==> src/rtl/data_memory_arbiter.sv <==
// Data-memory arbiter: shares one word-wide memory port between the pipeline
// memory stage and the program loader. Sub-word loads are extracted and
// extended here, sub-word stores become a read-modify-write pair, and
// misaligned pipeline accesses are flagged instead of reaching memory.
module data_memory_arbiter #(
  parameter int ADDR_WIDTH = 32
) (
  input  logic                  clk,
  input  logic                  rst,
  input  logic                  p_req,
  input  logic                  p_we,
  input  logic [2:0]            p_funct3,
  input  logic [ADDR_WIDTH-1:0] p_addr,
  input  logic [31:0]           p_wdata,
  output logic [31:0]           p_rdata,
  output logic                  p_stall,
  output logic                  misaligned_err,
  input  logic                  l_valid,
  input  logic [ADDR_WIDTH-1:0] l_addr,
  input  logic [31:0]           l_wdata,
  output logic                  l_ready,
  output logic [ADDR_WIDTH-1:0] m_addr,
  output logic                  m_re,
  output logic                  m_we,
  output logic [31:0]           m_wdata,
  input  logic [31:0]           m_rdata
);

  typedef enum logic [1:0] {IDLE, LOAD_WAIT, RMW_WRITE} state_e;

  localparam logic [ADDR_WIDTH-1:0] WORD_MASK = ~ADDR_WIDTH'(3);

  state_e                  state_q, state_d;
  logic [ADDR_WIDTH-1:0]   addr_q, addr_d;
  logic [2:0]              f3_q, f3_d;
  logic [15:0]             wdata_q, wdata_d;

  logic                    p_byte, p_half, p_mis;
  logic [4:0]              lane_sh;
  logic [31:0]             rd_shift, ld_data;
  logic [31:0]             st_mask, st_data, rmw_word;

  // Decode the pipeline request: funct3[1:0] picks the size, undefined codes fall to word
  always_comb begin
    p_byte = (p_funct3[1:0] == 2'b00);
    p_half = (p_funct3[1:0] == 2'b01);
    p_mis  = (p_half & p_addr[0]) | (!p_byte & !p_half & (p_addr[1:0] != 2'b00));
  end

  // Load extraction and store merge, both driven by the captured offset/size
  always_comb begin
    lane_sh  = {addr_q[1:0], 3'b000};
    rd_shift = m_rdata >> lane_sh;
    case (f3_q)
      3'b000:  ld_data = {{24{rd_shift[7]}}, rd_shift[7:0]};
      3'b100:  ld_data = {24'h0, rd_shift[7:0]};
      3'b001:  ld_data = {{16{rd_shift[15]}}, rd_shift[15:0]};
      3'b101:  ld_data = {16'h0, rd_shift[15:0]};
      default: ld_data = m_rdata;
    endcase
    // Only SB/SH reach RMW_WRITE, so f3_q[0] alone separates byte from halfword
    if (f3_q[0]) begin
      st_mask = 32'h0000_FFFF << {addr_q[1], 4'b0000};
      st_data = {2{wdata_q}};
    end else begin
      st_mask = 32'h0000_00FF << lane_sh;
      st_data = {4{wdata_q[7:0]}};
    end
    rmw_word = (m_rdata & ~st_mask) | (st_data & st_mask);
  end

  // Next-state, capture and port outputs; everything is forced low while in reset
  always_comb begin
    state_d        = state_q;
    addr_d         = addr_q;
    f3_d           = f3_q;
    wdata_d        = wdata_q;
    p_rdata        = 32'h0;
    p_stall        = 1'b0;
    misaligned_err = 1'b0;
    l_ready        = 1'b0;
    m_addr         = '0;
    m_re           = 1'b0;
    m_we           = 1'b0;
    m_wdata        = 32'h0;
    case (state_q)
      IDLE: begin
        if (l_valid) begin
          // Loader has priority; a waiting pipeline request simply stalls
          m_we    = 1'b1;
          m_addr  = l_addr & WORD_MASK;
          m_wdata = l_wdata;
          l_ready = 1'b1;
          p_stall = p_req;
        end else if (p_req) begin
          if (p_mis) begin
            misaligned_err = 1'b1;
          end else if (!p_we || !(p_byte || p_half)) begin
            m_addr = p_addr & WORD_MASK;
            if (p_we) begin
              // Full-word store goes straight through
              m_we    = 1'b1;
              m_wdata = p_wdata;
            end else begin
              m_re    = 1'b1;
              p_stall = 1'b1;
              addr_d  = p_addr;
              f3_d    = p_funct3;
              state_d = LOAD_WAIT;
            end
          end else begin
            // Sub-word store: read the old word first, merge next cycle
            m_addr  = p_addr & WORD_MASK;
            m_re    = 1'b1;
            p_stall = 1'b1;
            addr_d  = p_addr;
            f3_d    = p_funct3;
            wdata_d = p_wdata[15:0];
            state_d = RMW_WRITE;
          end
        end
      end
      LOAD_WAIT: begin
        m_addr  = addr_q & WORD_MASK;
        p_rdata = ld_data;
        state_d = IDLE;
      end
      RMW_WRITE: begin
        m_addr  = addr_q & WORD_MASK;
        m_we    = 1'b1;
        m_wdata = rmw_word;
        state_d = IDLE;
      end
      default: state_d = IDLE;
    endcase
    if (!rst) begin
      p_rdata        = 32'h0;
      p_stall        = 1'b0;
      misaligned_err = 1'b0;
      l_ready        = 1'b0;
      m_addr         = '0;
      m_re           = 1'b0;
      m_we           = 1'b0;
      m_wdata        = 32'h0;
    end
  end

  // State and captured request; async reset aborts any access in flight
  always_ff @(posedge clk or negedge rst) begin
    if (!rst) begin
      state_q <= IDLE;
      addr_q  <= '0;
      f3_q    <= 3'b000;
      wdata_q <= 16'h0;
    end else begin
      state_q <= state_d;
      addr_q  <= addr_d;
      f3_q    <= f3_d;
      wdata_q <= wdata_d;
    end
  end

endmodule

==> config.mk <==
export PLATFORM = sky130hd
export DESIGN_NAME = data_memory_arbiter
export DESIGN_NICKNAME = d
export VERILOG_FILES = /design/src/rtl/data_memory_arbiter.sv
export SDC_FILE = /design/constraint.sdc
export NUM_CORES = 1
export LEC_CHECK = 0
export BUFFER_PORTS_ARGS = -buffer_cell sky130_fd_sc_hd__buf_2
export CAP_MARGIN = 20
export CORE_MARGIN = 3
export CORE_UTILIZATION = 40
export DETAILED_ROUTE_END_ITERATION = 6
export PLACE_DENSITY = 0.75
export SYNTH_ARGS = -nofsm -noshare
export SYNTH_HDL_FRONTEND = slang
export SYNTH_SLANG_ARGS = --single-unit
==> constraint.sdc <==
create_clock -name clk -period 5.5 [get_ports clk]
set_clock_uncertainty 0.1 [all_clocks]
set_input_delay 0.55 -clock clk [delete_from_list [all_inputs] [get_ports clk]]
set_output_delay 0.55 -clock clk [all_outputs]
set_load 0.05 [all_outputs]
* Word-level counts from Yosys, hierarchy flattened *
Index checks and enable logic that the tools add are counted.

storage, ports and cells
  flip-flop bits (word level) = 53
  latch bits = 0
  RAM bits = 0
  bits in read-only memories = 0
  input bits = 168
  output and inout bits = 101
  word-level logic and storage cells = 95
  memories kept = 0

cells by class
  add/sub/neg operators = 0
  multipliers = 0
  divide/modulo/power cells = 0
  magnitude comparators = 0
  equality and inequality tests = 11
  shifts and indexed selects = 3
  multiplexer cells = 52
  bitwise operators = 11
  reduce and logical (&&, ||, !) cells = 14

operators with widths
  operator               count
  $mux 32                16
  $pmux 32 s2            2
  $pmux 32 s4            1
  $and 32x32->32         2
  $not 32->32            1
  $or 32x32->32          1
  $shl 16x5->32 const A  1
  $shl 8x5->32 const A   1
  $shr 32x5->16          1
  $mux 1                 24
  $mux 2                 6
  $reduce_and 5->1       2
  $ne 2x2->1 const B     4
  $eq 3x3->1 const B     2
  $mux 3                 2
  $eq 2x1->1 const B     2
  $logic_not 1->1        4
  $logic_not 2->1        2
  $reduce_and 4->1       1
  $and 1x1->1            3
  $eq 3x1->1 const B     1
  $logic_not 3->1        1
  $ne 3x3->1 const B     1
  $not 1->1              3
  other kinds (6)        7

* Longest topological paths before layout *
Gate-level depths: netlist of the first run.

  depth after elaboration = 10
  depth in mapped cells = 8
  gate-level depth less buffers = 6

* Least setup slack after synthesis of the first run *
No wires, ideal clock.

  path kind = register to output
  start = reg addr_q[0]
  end = out m_wdata[0]
  arrival = 2.434 ns
  data required time = 4.850 ns
  slack = 2.416 ns
  cell stages (with the launch flop) = 7
  path buffers = 3
  path through = dfrtp_1 > buf_4 > buf_2 > buf_6 > a21oi_2 > mux2i_1 > o21ai_0

between the ends
  longest elaborated chain between the ends = 7
  elaborated cells on any way between the ends = 8
  those cells by class = 1 x shift; 3 x mux; 4 x bitwise

RTL lines
  what                    line  text
  start, declared         34    logic [ADDR_WIDTH-1:0] addr_q, addr_d;
  start signal, assigned  157   addr_q <= addr_d;
  $shl 8x5->32 *          66    st_mask = 32'h0000_00FF << lane_sh;
  $mux 32 *               62    if (f3_q[0]) begin
  $not 32->32             69    rmw_word = (m_rdata & ~st_mask) | (st_data & st_mask);
  $and 32x32->32          69
  $or 32x32->32 *         69
  $pmux 32 s2 *           86    case (state_q)
  $mux 32 *               136   if (!rst) begin
  end, declared           25    output logic [31:0] m_wdata,

Mark *: on every way between the ends. The rest lies on a longest branch, timed or not.

* Worst setup path after layout of the first run *
  start = reg f3_q[0]
  end = out p_rdata[29]

between the ends
  longest elaborated chain between the ends = 4
  elaborated cells on any way between the ends = 7
  those cells by class = 3 x eq/ne; 3 x mux; 1 x reduce/logical

RTL lines
  what                                      line  text
  start, declared                           35    logic [2:0] f3_q, f3_d;
  start signal, assigned                    153   f3_q <= 3'b000;
  start signal, assigned                    158   f3_q <= f3_d;
  $eq 3x3->1, or another cell as far along  54    case (f3_q)
  $pmux 32 s4 *                             54
  $mux 32 *                                 86
  $mux 32 *                                 136
  end, declared                             15    output logic [31:0] p_rdata,

Marks and branches as above.

==> impl_results.md, run 1 <==
- Status: completed
- Cell Area, Synth: roughly 0.0045 mm2
- Worst Setup Start Kind: flop
- Area share of the largest cell type after synthesis: 29.6%
- Max Cap Viol: 0
- Syn. warnings: 0
- Layout net count: between 800 and 900
- R2R Setup Slk: between 2000 and 3000 ps
- Post-Synthesis Cells: 484
- Pwr Density: about 530 mW/mm2
- Yosys reg bits: 53
- Mapped Avg Cell Area: 9.27 um2
- # IOs: 269
- Peak VDD IR: 0.252 mV
- Ys flop type: dfrtp_1
- Most frequent cells in the layout: buf_2, mux2_2, dfrtp_1
- Clock Latency Late Sink: slightly above 300 ps
- Routed WL: 17400 um
- Period utilisation layout: between 70% and 80%
- Share of layout cells above drive strength 1: roughly half
- Largest cells by area after synthesis: dfrtp_1, mux2_2, a222oi_1
- Critical Path RT: 4850 ps
- Number of flops mapped to enable cells by yosys: 0
- Layout area overhead: 31.1%
- Initial DRC Count: roughly 830
- DP Wirelength: between 10000 and 15000 um
- DR vias: 5259
- Largest net degree at the start of global routing: between 40 and 50
- Placer Congestion: roughly 0.95
- Hold Buf Count CTS: 0
- Final min period: around 4000 ps
- Antenna violation net count after detailed routing: 0
- Postcts setup bufs: 0
- DRC viols: 0
- Vias in the first global route: 5139
- # port buffers: roughly 260
- Fillcell total: 1027
- Final setup viols: 0
- Commonest non-fill, non-tap cell in the layout: buf_2
- Cts repair resizes: 0
- Dominant cell type by area after synthesis: dfrtp_1
- Total grt overflow: 0
- Arrival time of the worst setup path: about 3400 ps
- Total power: around 3.1 mW
- First-pass GRT wire length: about 27000 um
- Starting density of the core: 41.2%
- Fmax: between 200 and 250 MHz
- Root buf cell: clkbuf_8
- Initial antenna violation count: 0
- Die Y: 112 um
- Total negative slack: 0 ps
- Crit. End Element: primary output
- CTS H-tree lvls: 2
- Worst Slack Setup Final: 1490 ps
- Worst slew pin tran: between 1000 and 1500 ps
- # rows: 38
- CP Max Fanout: 23
- Final hold vios: 0
- Sequential-to-total area share from yosys stat: slightly below 30%
- Rel. slew slack: around a quarter
- CTS sink count: 53
- Slew Viols, Final: 0
- Leak Pwr: 3.10 nW
- Cts bufs inserted: 5
- TritonCTS clock tree: done
- DR WL/cell: ~20 um
- Core area: roughly 0.011 mm2
- Clock slew at the register clock pins of the worst setup and hold paths: about 100 ps
- Hold/Removal Path Class: in2async
- Diodes inserted: 0
- Die ar.: approximately 0.013 mm2
- Distinct cells, synth: 46
- Critical path class: reg2out
- Async set-reset flop share out of synthesis: 100%
- Die extent in x: between 100 and 150 um
- 1st-pass router iterations: 6
- CTS max path bufs: 2
- Vias per cell: 6.19
- Overall routing resource usage: a little over a quarter
- Pre-CTS WS: about 1800 ps
- RSZ-0062 raised after global routing: false
==> state kept, by name, indices dropped and copies added (netlist names) <==
register	count
wdata_q	16
addr_q	32
state_q	2
f3_q	3
==> worst max-delay path, stage by stage, from the launching register on <==
cell	delay, ps
dfrtp_1	920
nand2b_1	410
o32a_1	340
a2111oi_4	920
a21o_1	170
buf_2	270
==> where the power goes <==
group	switching (mW)	internal [mW]	total (mW)
combinational	1.35	0.724	2.08
sequential	0.217	0.582	0.799
clock	0.137	0.0913	0.229
==> worst paths after layout <==
kind / cells after the start / startpoint / end
setup / recovery: 5 / f3_q[0] / p_rdata[29]
hold / removal: 1 / rst / addr_q[0]
setup reg to reg: 6 / state_q[0] / addr_q[8]
hold reg to reg: 1 / addr_q[30] / addr_q[30]
max in group asynchronous: 2 / rst / addr_q[21]
min in group clk: 2 / p_funct3[2] / f3_q[2]
==> cell families after synthesis <==
logic type	Yosys count	synth area share, %
AOI/OAI and AO/OA	188	33.4
adders and majority gates	4	1.12
buffers and inverters	66	6.55
DFF	53	29.6
muxes	84	20.4
other	1	0.0836
and+or+nand+nor	88	8.84
==> final cells by class <==
type / count / area, um2 / share of cell area [%]
Clock inverter: 2 / 13.8 / 0.234
Sequential cell: 53 / 1330 / 22.5
Clock buffer: 6 / 72.6 / 1.23
Inverter: 13 / 48.8 / 0.830
Multi-Input combinational cell: 366 / 2880 / 48.9
Tap cell: 140 / 175 / 2.98
Timing Repair Buffer: 270 / 1370 / 23.2
==> routing by layer <==
| layer | vias up | share of wire, % | global-route usage (%) |
|---|---|---|---|
| li1 | 2367 | - | - |
| met1 | 2510 | 40 | 34.9 |
| met2 | 334 | 48 | 44.7 |
| met4 | 0 | 2.7 | 7.14 |
| met3 | 48 | 9.5 | 3.59 |
| met5 | - | 0 | 0 |
==> Yosys cell counts (2+ instances only) <==
library cell / number
o2bb2ai_1: 7
nand2_1: 23
a2bb2oi_1: 7
and2_1: 2
o22a_1: 7
buf_6: 2
nand2b_1: 6
clkbuf_1: 36
a221oi_1: 7
buf_4: 6
mux2_2: 60
mux2i_1: 24
o221ai_1: 15
a221o_1: 9
a222oi_1: 30
a22oi_1: 30
a21o_1: 16
inv_1: 13
ha_1: 4
o21bai_1: 2
buf_2: 7
o21a_1: 2
and3_1: 3
nor2b_1: 4
o21ai_0: 18
nor3_1: 4
or2_2: 2
buf_1: 2
a21oi_1: 18
o22ai_1: 10
dfrtp_1: 53
nor2_1: 41
==> through the flow <==
stage / cells / utilization (%) / hold WS, ps / area [um2]
floorplan: 485 / - / 154 / 4490
global placement: 842 / 53.2 / 387 / 5800
detailed placement: 842 / 53.2 / 397 / 5800
CTS: 850 / 54.0 / 133 / 5880
global route: 850 / 54.0 / 148 / 5880
finish: 850 / 54.0 / 119 / 5880
(Power assumes the default switching activity.)
==> inputs of run 2 (changes only) <==
Settings changed: PLACE_DENSITY 0.75 to 0.78.
Clock period 5.5 ns to 3.3 ns, I/O delays scaled along.
==> run 2 against run 1 <==
Effect of this change: total power is 71% higher; register-to-register slack worse by 2000 ps; non-clock buffer count is 10 higher; cell area is 2.2% higher; sequential share of layout area is 0.48 points lower; critical path depth stayed put; routed wire length is 2.0% higher; first-iteration DRC count is 33% lower; clock power is 100% higher; global-route usage is 0.90 points higher; count of clock-buffer cells in the layout is 1 lower.
==> impl_results.md, run 2 (synthesized netlist as in run 1, its figures left out) <==
- Worst slew pin tran: roughly 1000 ps
- Layout net count: 891
- CP Max Fanout: 15
- R2R Setup Slk: roughly 960 ps
- Vias per cell: about 6.1
- Fmax: around 330 MHz
- Crit. End Element: primary output
- Total grt overflow: 0
- Root buf cell: clkbuf_8
- Final setup viols: 0
- Pwr Density: roughly 880 mW/mm2
- RSZ-0062 raised after global routing: false
- DR WL/cell: between 20 and 25 um
- Placer Congestion: 0.903
- TritonCTS clock tree: done
- Core area: around 0.011 mm2
- Vias in the first global route: 5184
- Final hold vios: 0
- Most frequent cells in the layout: buf_2, mux2_2, dfrtp_1
- # IOs: 269
- Final Non-Filler Cells: approximately 860
- DRC viols: 0
- Starting density of the core: around two fifths
- Initial antenna violation count: 1
- Postcts setup bufs: 0
- Reg2Reg Launch Point: state_q[0]
- Arrival time of the worst setup path: ~2600 ps
- DR vias: approximately 5200
- Layout area overhead: 34.0%
- Hold/Removal Path Class: in2reg
- Antenna violation net count after detailed routing: 0
- Clock slew at the register clock pins of the worst setup and hold paths: about 100 ps
- Max reg flops: 32
- Critical path class: reg2out
- Placed insts: 850
- Total negative slack: 0 ps
- Overall routing resource usage: 27.1%
- DP Wirelength: 13800 um
- Die Y: roughly 110 um
- 1st-pass router iterations: 7
- Routed WL: 17700 um
- Largest net degree at the start of global routing: 37
- Slew Viols, Final: 0
- Max Cap Viol: 0
- Share of layout cells above drive strength 1: approximately 49%
- Die extent in x: 112 um
- HP Start: p_funct3[2]
- Worst Slack Setup Final: roughly 250 ps
- Commonest non-fill, non-tap cell in the layout: buf_2
- Cts bufs inserted: 5
- Worst Setup Start Kind: flop
- # rows: 38
- Period utilisation layout: between 90 and 100%
- Regs by FF count: addr_q x32, wdata_q x16, f3_q x3
- WHS Endpoint: f3_q[2]
- CTS sink count: 53
- # port buffers: about 260
- Die ar.: around 0.013 mm2
- Clock Latency Late Sink: approximately 320 ps
- Pre-CTS WS: around 660 ps
- Fillcell total: ~1000
- Rel. slew slack: 31.4%
- Final min period: approximately 3100 ps
- CTS H-tree lvls: 2
- Peak VDD IR: roughly 0.48 mV
- Initial DRC Count: between 500 and 600
- CTS max path bufs: 2
- Leak Pwr: roughly 3.2 nW
- WHS Path Cells: 2
- Status: completed
- Critical Path RT: around 2900 ps
- First-pass GRT wire length: between 20000 and 30000 um
- Worst R2R End: wdata_q[12]
- R2r worst-path depth: 5
- Largest Register: addr_q
-- run 2: layer usage --
metal,up-vias,global-route usage [%],wire [um]
met2,273,45.0,8670
li1,2387,-,-
met4,0,8.19,394
met5,-,0,0
met1,2533,36.5,7230
met3,36,4.24,1430
-- run 2: worst max-delay path by stage --
stage	from	to	slack, ps	cells past startpoint
after floorplan	addr_q[0]	m_wdata[0]	440	6
after global placement	f3_q[0]	m_wdata[7]	700	5
after detailed placement	f3_q[0]	m_wdata[7]	660	5
after CTS	rst	m_addr[24]	110	6
after global routing	rst	m_wdata[8]	70	7
final	f3_q[0]	m_wdata[7]	250	5
-- run 2: area by class of cell --
type,count,area [um2],share of cell area [%]
well taps,140,175,2.91
inverters,13,48.8,0.812
flip-flops and latches,53,1330,22.1
diodes,1,2.50,0.0416
clock buffers,5,68.8,1.14
repair buffers,280,1470,24.4
clock inverters,3,43.8,0.729
multi-input cells,366,2880,47.9
-- run 2: timing repair --
item,4_1_cts,5_1_grt
resized for setup,0,0
hold buffers,1,0
hold endpoints to repair,5,0
-- run 2: critical path, stage by stage, from the launching register on --
cell and delay [ps]:
dfrtp_1 640, inv_1 350, a21oi_2 610, mux2i_1 160, o21ai_0 220, buf_2 310
-- run 2: power breakdown --
part	internal (mW)	switching (mW)
clock network	0.228	0.237
logic	1.26	2.28
registers	0.971	0.325
-- run 2: through the flow --
step / total power [mW] / cell area, um2 / util, % / hold WS, ps
after floorplan: 3.95 / 4490 / - / -65.6
after CTS: 5.27 / 5990 / 55.0 / 134
after global routing: 5.60 / 6010 / 55.2 / 137
after global placement: 4.70 / 5870 / 53.9 / 102
final: 5.30 / 6010 / 55.2 / 138
after detailed placement: 4.81 / 5870 / 53.9 / 107
==> inputs of run 3 (changes only) <==
Settings changed: REMOVE_ABC_BUFFERS set to 1.
==> run 3 against run 2 <==
Effect of this change: sequential share of layout area hardly changed; final cell count rose by 0.12%; core utilization is 0.10 points higher; total power grew 1.8%; largest cell class unchanged.
==> impl_results.md, run 3 (synthesized netlist as in run 1, its figures left out) <==
- Status: completed
- Starting density of the core: 41.2%
- CP startpoint: rst
- Core area: between 0.01 and 0.015 mm2
- Antenna violation net count after detailed routing: 0
- Vias per cell: between 6 and 7
- DR vias: between 5000 and 6000
- Total negative slack: 0 ps
- DRC viols: 0
- Critical path class: in2out
- Worst R2R End: wdata_q[7]
- Overall routing resource usage: a little over a quarter
- Clock slew at the register clock pins of the worst setup and hold paths: about 100 ps
- Peak VDD IR: about 0.49 mV
- First-pass GRT wire length: roughly 28000 um
- Critical Path RT: about 2900 ps
- Root buf cell: clkbuf_8
- CTS sink count: 53
- Cts bufs inserted: 5
- # IOs: around 270
- Die Y: 112 um
- Regs by FF count: addr_q x32, wdata_q x16, f3_q x3
- Final setup viols: 0
- Placer Congestion: 0.976
- HP Start: p_funct3[2]
- # rows: 38
- R2R Setup Slk: 930 ps
- Final hold vios: 0
- Share of layout cells above drive strength 1: between 40 and 50%
- Total power: 5.40 mW
- Period utilisation layout: a little over nine tenths
- Final min period: around 3100 ps
- Die extent in x: around 110 um
- Leak Pwr: between 3 and 4 nW
- Vias in the first global route: about 5300
- Total grt overflow: 0
- Largest Register: addr_q
- Crit-path leading delay family: buffers and inverters
- DP Wirelength: approximately 14000 um
- Commonest non-fill, non-tap cell in the layout: buf_2
- Hold/Removal Path Class: in2reg
- Clock Latency Late Sink: a little over 300 ps
- Layout area overhead: 34.2%
- Fmax: between 300 and 400 MHz
- DR WL/cell: ~21 um
- Most frequent cells in the layout: buf_2, mux2_2, dfrtp_1
- Max Cap Viol: 0
- 1st-pass router iterations: 5
- Max reg flops: 32
- Reg2Reg Launch Point: state_q[0]
- Largest stage delay, worst path: just under 600 ps
- CTS H-tree lvls: 2
- Worst slew pin tran: between 900 and 1000 ps
- Crit. End Element: primary output
- Initial antenna violation count: 4
- RSZ-0062 raised after global routing: false
- Worst path cell trace: dlygate4sd3_1 > buf_2 > nand2_1 > a21oi_1 > o221ai_1 > nand2_1 > buf_2
- TritonCTS clock tree: done
- Initial DRC Count: 477
- R2r worst-path depth: 5
- Layout net count: slightly below 900
- Final hold slack: between 100 and 150 ps
- Arrival time of the worst setup path: 2660 ps
- Worst Setup Start Kind: input pin
- Rel. slew slack: 38.5%
- Die ar.: about 0.013 mm2
- CTS max path bufs: 2
- Cts repair resizes: 0
- Critical Path Sink: m_wdata[14]
- # port buffers: 264
- Slew Viols, Final: 0
- CP max stage cell: nand2_1
- Routed WL: about 18000 um
- Largest net degree at the start of global routing: between 40 and 50
- Pwr Density: 896 mW/mm2
- CP Buf/Inv Count: 3
- Levels on crit path: 7
- CP Max Fanout: 23
run 3: cell types whose count changed in the layout (fill, tap and decap cells not counted), sizes merged:
cell    change
buf         -1
diode       +2
bufinv      +1
inv         -1
run 3: cell type report:
cell class	count	area, um2
fillers	982	4870
multi-input cells	366	2880
repair buffers	279	1450
flip-flops and latches	53	1330
well taps	140	175
clock buffers	5	68.8
clock inverters	3	65.1
inverters	13	48.8
diodes	3	7.51
run 3: worst min path at each step:
stage            endpoint  cells past startpoint
2_1_floorplan   addr_q[0]                      0
3_3_place_gp   state_q[1]                      1
3_5_place_dp   state_q[1]                      1
4_1_cts           f3_q[2]                      2
5_1_grt           f3_q[2]                      2
6_report          f3_q[2]                      2
run 3: power breakdown:
group          total [mW]  internal (mW)  leakage [nW]  switching, mW
registers            1.26          0.972         0.639          0.288
clock network       0.543          0.302        0.0681          0.242
logic                3.59           1.25          2.47           2.34
run 3: through the flow:
step / std cells / util [%] / instance area, um2 / setup slack [ps]
2_1_floorplan: 432 / - / 4250 / -178
3_3_place_gp: 850 / 53.9 / 5870 / 630
3_5_place_dp: 850 / 53.9 / 5870 / 609
4_1_cts: 859 / 55.2 / 6010 / 153
5_1_grt: 862 / 55.3 / 6020 / 0.998
6_report: 862 / 55.3 / 6020 / 205
run 3: metal layers:
metal | wire (um) | global-route usage, % | vias to the layer above | part of all wire [%]
li1 | - | - | 2382 | -
met1 | 6720 | 31.5 | 2537 | 37
met2 | 9120 | 47.9 | 379 | 50
met3 | 1860 | 6.90 | 51 | 10
met4 | 618 | 12.1 | 2 | 3.4
met5 | 9 | 0 | - | 0.049
run 3: what timing repair did:
item | CTS | global route
hold buffers | 1 | 0
endpoints found under the hold margin | 7 | 0
setup buffers | 0 | 0
